$ cat src/rtl/mvm_seq_ctrl.sv
// mvm_seq_ctrl: load/clear/run sequencer for the 8x8 matrix x vector MAC array.
// Streams host beats into the A-lane and B FIFOs, clears the accumulators,
// then issues lane-skewed FIFO reads and MAC enables and reports completion.
module mvm_seq_ctrl #(
  parameter int unsigned DEPTH = 8,
  parameter int unsigned LANES = 8
) (
  input  logic             clk,
  input  logic             rst_n,
  input  logic             start,
  input  logic             abort,
  input  logic             ld_valid,
  output logic             ld_ready,
  input  logic [LANES-1:0] a_full,
  input  logic [LANES-1:0] a_empty,
  input  logic             b_full,
  input  logic             b_empty,
  output logic             a_wren,
  output logic             b_wren,
  output logic [LANES-1:0] a_rden,
  output logic             b_rden,
  output logic             shift_en,
  output logic             mac_clr,
  output logic [LANES-1:0] mac_en,
  output logic             busy,
  output logic             done,
  output logic             result_valid,
  output logic             err
);

  localparam int unsigned LC_W   = $clog2(DEPTH + 1);
  localparam int unsigned T_W    = $clog2(DEPTH + LANES);
  localparam int unsigned T_LAST = DEPTH + LANES - 2;

  localparam logic [2:0] S_IDLE  = 3'd0;
  localparam logic [2:0] S_LOAD  = 3'd1;
  localparam logic [2:0] S_CLEAR = 3'd2;
  localparam logic [2:0] S_RUN   = 3'd3;
  localparam logic [2:0] S_DRAIN = 3'd4;
  localparam logic [2:0] S_DONE  = 3'd5;

  logic [2:0]       state_q, state_d;
  logic [LC_W-1:0]  lc_q, lc_d;
  logic [T_W-1:0]   t_q, t_d;
  logic             err_d;
  logic             rv_d;
  logic             ld_accept;
  logic [LANES-1:0] a_rden_d;
  logic             b_rden_d;

  // Load handshake: the FIFO writes follow the accepted beat in the same cycle
  assign ld_ready  = (state_q == S_LOAD) && (lc_q < LC_W'(DEPTH));
  assign ld_accept = ld_ready & ld_valid;
  assign a_wren    = ld_accept;
  assign b_wren    = ld_accept;

  // Next-state, counter and status-flag logic
  always_comb begin
    state_d = state_q;
    lc_d    = lc_q;
    t_d     = t_q;
    err_d   = err;
    rv_d    = result_valid;
    if (abort) begin
      state_d = S_IDLE;
      rv_d    = 1'b0;
    end else begin
      case (state_q)
        S_IDLE: begin
          if (start) begin
            state_d = S_LOAD;
            lc_d    = '0;
            err_d   = 1'b0;
            rv_d    = 1'b0;
          end
        end
        S_LOAD: begin
          if (ld_accept) begin
            lc_d = lc_q + LC_W'(1);
            if ((|a_full) || b_full) err_d = 1'b1;
            if (lc_q == LC_W'(DEPTH - 1)) state_d = S_CLEAR;
          end
        end
        S_CLEAR: begin
          // every FIFO must hold a full load by the time accumulators clear
          if (!((&a_full) && b_full)) err_d = 1'b1;
          t_d     = '0;
          state_d = S_RUN;
        end
        S_RUN: begin
          if ((|(a_rden & a_empty)) || (b_rden && b_empty)) err_d = 1'b1;
          if (t_q == T_W'(T_LAST)) state_d = S_DRAIN;
          else                     t_d     = t_q + T_W'(1);
        end
        S_DRAIN: state_d = S_DONE;
        S_DONE: begin
          rv_d    = 1'b1;
          state_d = S_IDLE;
        end
        default: state_d = S_IDLE;
      endcase
    end
  end

  // Read-enable pattern for the coming cycle: lane i lags lane 0 by i cycles
  always_comb begin
    a_rden_d = '0;
    b_rden_d = 1'b0;
    if (state_d == S_RUN) begin
      b_rden_d = (32'(t_d) < DEPTH);
      for (int unsigned i = 0; i < LANES; i++) begin
        a_rden_d[i] = (32'(t_d) >= i) && (32'(t_d) < i + DEPTH);
      end
    end
  end

  // State, counters and registered outputs
  always_ff @(posedge clk or negedge rst_n) begin
    if (!rst_n) begin
      state_q      <= S_IDLE;
      lc_q         <= '0;
      t_q          <= '0;
      a_rden       <= '0;
      b_rden       <= 1'b0;
      shift_en     <= 1'b0;
      mac_clr      <= 1'b0;
      mac_en       <= '0;
      busy         <= 1'b0;
      done         <= 1'b0;
      result_valid <= 1'b0;
      err          <= 1'b0;
    end else begin
      state_q      <= state_d;
      lc_q         <= lc_d;
      t_q          <= t_d;
      a_rden       <= a_rden_d;
      b_rden       <= b_rden_d;
      shift_en     <= b_rden_d;
      mac_clr      <= (state_d == S_CLEAR);
      // MAC sees FIFO data one cycle after the read
      mac_en       <= abort ? '0 : a_rden;
      busy         <= (state_d != S_IDLE);
      done         <= (state_d == S_DONE);
      result_valid <= rv_d;
      err          <= err_d;
    end
  end

endmodule

$ cat config.mk
export PLATFORM = sky130hd
export DESIGN_NAME = mvm_seq_ctrl
export DESIGN_NICKNAME = d
export VERILOG_FILES = /design/src/rtl/mvm_seq_ctrl.sv
export SDC_FILE = /design/constraint.sdc
export NUM_CORES = 1
export LEC_CHECK = 0
export ABC_AREA = 1
export CORE_MARGIN = 5
export CORE_UTILIZATION = 48
export DETAILED_ROUTE_END_ITERATION = 10
export PLACE_DENSITY = 0.79
export SLEW_MARGIN = 25
export SYNTH_ARGS = -nofsm -noshare
export SYNTH_HDL_FRONTEND = slang
export SYNTH_SLANG_ARGS = --single-unit
$ cat constraint.sdc
create_clock -name clk -period 2.1 [get_ports clk]
set_clock_uncertainty 0.1 [all_clocks]
set_input_delay 0.21 -clock clk [delete_from_list [all_inputs] [get_ports clk]]
set_output_delay 0.21 -clock clk [all_outputs]
set_load 0.005 [all_outputs]
After elaboration in Yosys (flattened, before gate mapping)
Cells that the tools add are included.
{ "op_classes": {"addsub": 2, "magnitude_cmp": 16, "eq_ne": 16, "mux": 23, "bitwise_logic": 3, "reduce_logical": 23} }
{ "ops": {"columns": ["op", "n"], "rows": [
  ["$lt 4x4->1 const B", 9],
  ["$ge 4x3->1 const B", 4],
  ["$mux 4", 4],
  ["$mux 8", 2],
  ["$pmux 4 s2", 2],
  ["$reduce_or 8->1", 2],
  ["$mux 3", 5],
  ["$pmux 3 s5", 1],
  ["$eq 3x2->1 const B", 4],
  ["$logic_and 1x1->1", 10],
  ["$eq 3x3->1 const B", 3],
  ["$add 4x1->4 const B", 2],
  ["$and 8x8->8", 1],
  ["$ge 4x2->1 const B", 2],
  ["$ne 2x2->1 const B", 4],
  ["$reduce_and 8->1", 1],
  ["$mux 1", 7],
  ["$reduce_and 7->1", 1],
  ["$reduce_bool 3->1", 2],
  ["$eq 4x3->1 const B", 1],
  ["$eq 4x4->1 const B", 1],
  ["$ge 4x1->1 const B", 1],
  ["$pmux 1 s4", 1],
  ["$reduce_and 4->1", 1],
  ["other kinds (11)", 12]
]} }
{ "word_totals": {"ff_bits": 33, "input_bits": 23, "output_inout_bits": 26, "word_cells": 94} }

Logic depth before layout (Yosys ltp)
{ "depth": {"word_depth": 8, "mapped_depth": 14, "ltp_nobuf": 14} }

Worst setup path after synthesis
OpenSTA, ideal clock, no wires.
{ "synth_path": {"kind": "reg-to-reg", "startpoint": "register t_q[0]", "endpoint": "register a_rden[6]", "setup_ps": 77, "arrival_ps": 1685, "required_time_ps": 1923, "path_slack_ps": 238, "path_stages_with_launch": 13, "path_buffers": 0, "period_less_slack_ps": 1862, "path_cell_list": "dfrtp_1 > inv_1 > ha_1 > nand3_1 > nand2_1 > inv_1 > nor2_1 > nor2_1 > inv_1 > ha_1 > nand2_1 > nand4_1 > a21oi_1"} }
{ "synth_between": {"elab_chain_cells": 7, "elab_cells_between_ends": 13, "classes_between": "add/sub: 1; order compare: 2; eq/ne: 2; mux: 7; reduce/logical: 1"} }
{ "synth_lines": {"columns": ["item", "line", "text"], "rows": [
  ["start: declaration", "44", "logic [T_W-1:0] t_q, t_d;"],
  ["start signal: assignment", "135", "t_q <= t_d;"],
  ["$add 4x1->4 or $eq 4x4->1 (tied branches)", "93, 92", null],
  ["$mux 4 (*)", "92", "if (t_q == T_W'(T_LAST)) state_d = S_DRAIN;"],
  ["$pmux 4 s2 (*)", "68", "case (state_q)"],
  ["$mux 4 (*)", "64", "if (abort) begin"],
  ["net t_d[2]", "44", null],
  ["$ge 4x3->1 or $lt 4x4->1 (tied branches)", "112", "a_rden_d[i] = (32'(t_d) >= i) && (32'(t_d) < i + DEPTH);"],
  ["$logic_and 1x1->1 (*)", "112", null],
  ["$mux 8 (*)", "109", "if (state_d == S_RUN) begin"],
  ["net a_rden_d[6]", "48", "logic [LANES-1:0] a_rden_d;"],
  ["end signal: assignment", "136", "a_rden <= a_rden_d;"],
  ["end: declaration", "20", "output logic [LANES-1:0] a_rden,"]
]} }
The timed path passes the listed nets; every way through them passes the cells marked *.
A chain may end at the register's enable or synchronous reset.

Final worst setup path
{ "layout_path": {"startpoint": "register state_q[2]", "endpoint": "output b_wren"} }
{ "layout_between": {"elab_chain_cells": 3} }
{ "layout_lines": {"columns": ["item", "line", "text"], "rows": [
  ["start: declaration", "42", "logic [2:0] state_q, state_d;"],
  ["start signal: assignment", "133", "state_q <= state_d;"],
  ["$eq 3x1->1", "52", "assign ld_ready = (state_q == S_LOAD) && (lc_q < LC_W'(DEPTH));"],
  ["$logic_and 1x1->1", "52", null],
  ["$and 1x1->1", "53", "assign ld_accept = ld_ready & ld_valid;"],
  ["end: declaration", "19", "output logic b_wren,"]
]} }
Every way passes these cells.

==> flow_metrics.py <==
metrics = {
    "critical_path": {
        "cp-start-kind": "flop",
        "worst_r2r_path_depth": 12,
        "rr_startpoint": "t_q[0]",
        "ff2ff_setup_slack_ps": 180,
        "cp_cell_sequence": "nor2_4 > nand4_2 > inv_1 > clkdlybuf4s50_1",
        "worst_path_largest_cell_delay_ps": 510,
        "critPathArrivalTime_ps": 1680,
        "cp_max_fo": 6,
        "r2r_end": "a_rden[6]",
        "worstSetupPathType": "reg -> out",
        "cp_slowest_cell": "clkdlybuf4s50_1",
        "end_kind": "output pin",
        "cp_top_family": "buffers and inverters",
        "crit_required_ps": 1790,
        "cp.buffers_inverters": 2,
    },
    "die": {
        "fp-row-count": 22,
        "core_um2": 3720,
        "num_io_pins": 49,
        "start_util_pct": 50.3,
        "fp.dieH_um": 72.4,
        "die_x_um": 72.4,
        "dieArea_um2": 5240,
    },
    "routing": {
        "dr.pass1.iters": 4,
        "via_per_inst": 4.65,
        "drc_errors": 0,
        "ant_nets": 0,
        "drtIter0Drc": 155,
        "num_vias": 1629,
        "drt-total-wl_mm": 4.28,
        "dr_wl_met3_um": 163,
        "wl_met2_mm": 2.17,
        "wl_per_cell_um": 12.2,
        "top_layer_used": "met4",
        "wl_met1_mm": 1.87,
    },
    "synth": {
        "postSynthCellCount": 242,
        "yosys_warnings": 0,
        "synth.most_common_cell": "nand2_1",
        "syn-cell-area_um2": 1870,
        "synth_area_leader_cell": "dfrtp_1",
        "ys_async_sr_fraction_pct": 100,
        "synth_top_area_share_pct": 42.9,
        "yosys.cell_types.count": 27,
        "syn_avg_cell_area_um2": 7.72,
        "synth_ff_type": "dfrtp_1",
        "synth_common_cells": "nand2_1, inv_1, dfrtp_1",
        "ys_seq_elements": 32,
        "yosysSeqAreaShare_pct": 42.9,
        "synth_edf_count": 0,
        "synth_area_leaders": "dfrtp_1, nand2_1, inv_1",
        "synthesis.nets": 272,
    },
    "global_route": {
        "grt_pass1_vias": 1542,
        "grt_use_total_pct": 17.3,
        "antenna_found_initial": 0,
        "grt_max_degree": 33,
        "grt_pass1_wl_mm": 7.03,
        "grt-ovfl-total": 0,
    },
    "cells_and_area": {
        "seqCellArea_um2": 803,
        "nets": 331,
        "area_delta_synth_final_pct": 36.3,
        "drive_gt1_share_pct": 16.2,
        "multiInputGateArea_um2": 833,
        "n_antenna_cell": 0,
        "fillers": 316,
        "final_cell_area_um2": 2550,
        "finish.utilization_pct": 68.5,
    },
    "timing": {
        "relSlewSlack_pct": 73.6,
        "tightestPinTransition_ps": 396,
        "tns_ps": 0,
        "post-route-period-util_pct": 94.6,
        "finalMaxSlewViolations": 0,
        "fin_crit_ps": 1990,
        "fmax_mhz": 503,
        "hold_violations": 0,
        "setup_violations": 0,
    },
    "clock_tree": {
        "htree_num_levels": 2,
        "clockRootBuffer": "clkbuf_8",
        "numClockSinks": 32,
        "clkLatencyLatePin_ps": 290,
        "cts.clk_slew.worst_paths_ps": 60,
        "cts_tree": "yes",
        "postCtsHoldBufs": 0,
        "cts_buffer_depth": 2,
        "cts_buffers": 5,
    },
    "hold_path": {
        "min_path_type": "in -> async",
    },
    "placed_design": {
        "place_area_um2": 2410,
        "gp_congestion": 0.829,
        "dp_hpwl_mm": 3.43,
        "portBuffers": 48,
    },
    "run": {
        "drv_cap": 0,
    },
    "pwr": {
        "power.total_mw": 1.71,
        "p_leak_nw": 1.23,
        "p_per_area_nw_per_um2": 673,
        "peakVddDrop_v": 0.000585,
    },
    "run_status": {
        "status": "complete, no violations",
    },
}
-- cells by family after synthesis --
logic type | after synthesis | synth area share (%)
compound gates | 19 | 5.96
buf+inv | 52 | 12.7
flops | 32 | 42.9
fa+ha+maj | 7 | 4.69
simple gates | 132 | 33.8
-- timing repair --
item                                    in CTS  in global routing
endpoints found under the setup margin       0                  8
gates resized for setup                      0                  3
setup buffers                                0                  3
-- sequential cells by signal (all words and copies together) (netlist names) --
name / count
mac_clr: 1
state_q: 3
done: 1
mac_en: 8
err: 1
busy: 1
result_valid: 1
t_q: 4
lc_q: 4
shift_en: 1
a_rden: 7
-- metal layers --
layer | GRT usage (%) | vias to the layer above
li1 | - | 864
met1 | 22.0 | 729
met2 | 29.2 | 28
met3 | 3.46 | 8
met4 | 6.15 | 0
met5 | 0 | -
-- metrics by stage --
step	worst slack, ps	hold WS (ps)	cells
CTS	50.2	246	347
global placement	28.1	363	339
floorplan	238	-186	242
finish	113	219	350
detailed placement	-36.5	375	339
global route	-20.5	265	350
-- final cells by class --
type                       count  share of cell area (%)
multi-input combinational    158                    32.7
tap                           48                    2.36
clock buffer                   5                    2.70
timing repair buffer          59                    22.1
clock inverter                 3                    1.67
sequential                    32                    31.5
inverter                      45                    6.88
-- layout by cell type, fill, tap and decap left out, types with 2 or more instances in the layout --
cell and n:
nor2_2 6, clkinv_2 2, inv_1 40, nand3_1 18, inv_2 3, nand4_1 5
nand2_1 55, nor3_1 5, dfrtp_1 30, nor2_1 28, ha_1 7, nand2_2 8
buf_4 11, o21ai_0 6, a21oi_1 8, nor2_4 4, dfrtp_2 2, clkdlybuf4s50_1 48
clkbuf_8 5
-- power breakdown --
| group | switching, mW | internal [mW] | leakage, nW |
|---|---|---|---|
| Clock | 0.230 | 0.351 | 0.0541 |
| Combinational | 0.243 | 0.189 | 0.737 |
| Sequential | 0.0433 | 0.657 | 0.435 |
-- how the worst max path moves through the flow --
stage	startpoint	to	slack, ps	depth (start not counted)
2_1_floorplan	t_q[0]	a_rden[6]	240	12
3_3_place_gp	abort	a_rden[6]	30	11
3_5_place_dp	abort	a_rden[6]	-40	11
4_1_cts	state_q[2]	a_rden[6]	50	11
5_1_grt	t_q[0]	a_rden[6]	-20	12
6_report	state_q[2]	b_wren	110	4
Note: power is estimated with default switching activity, not from simulation.
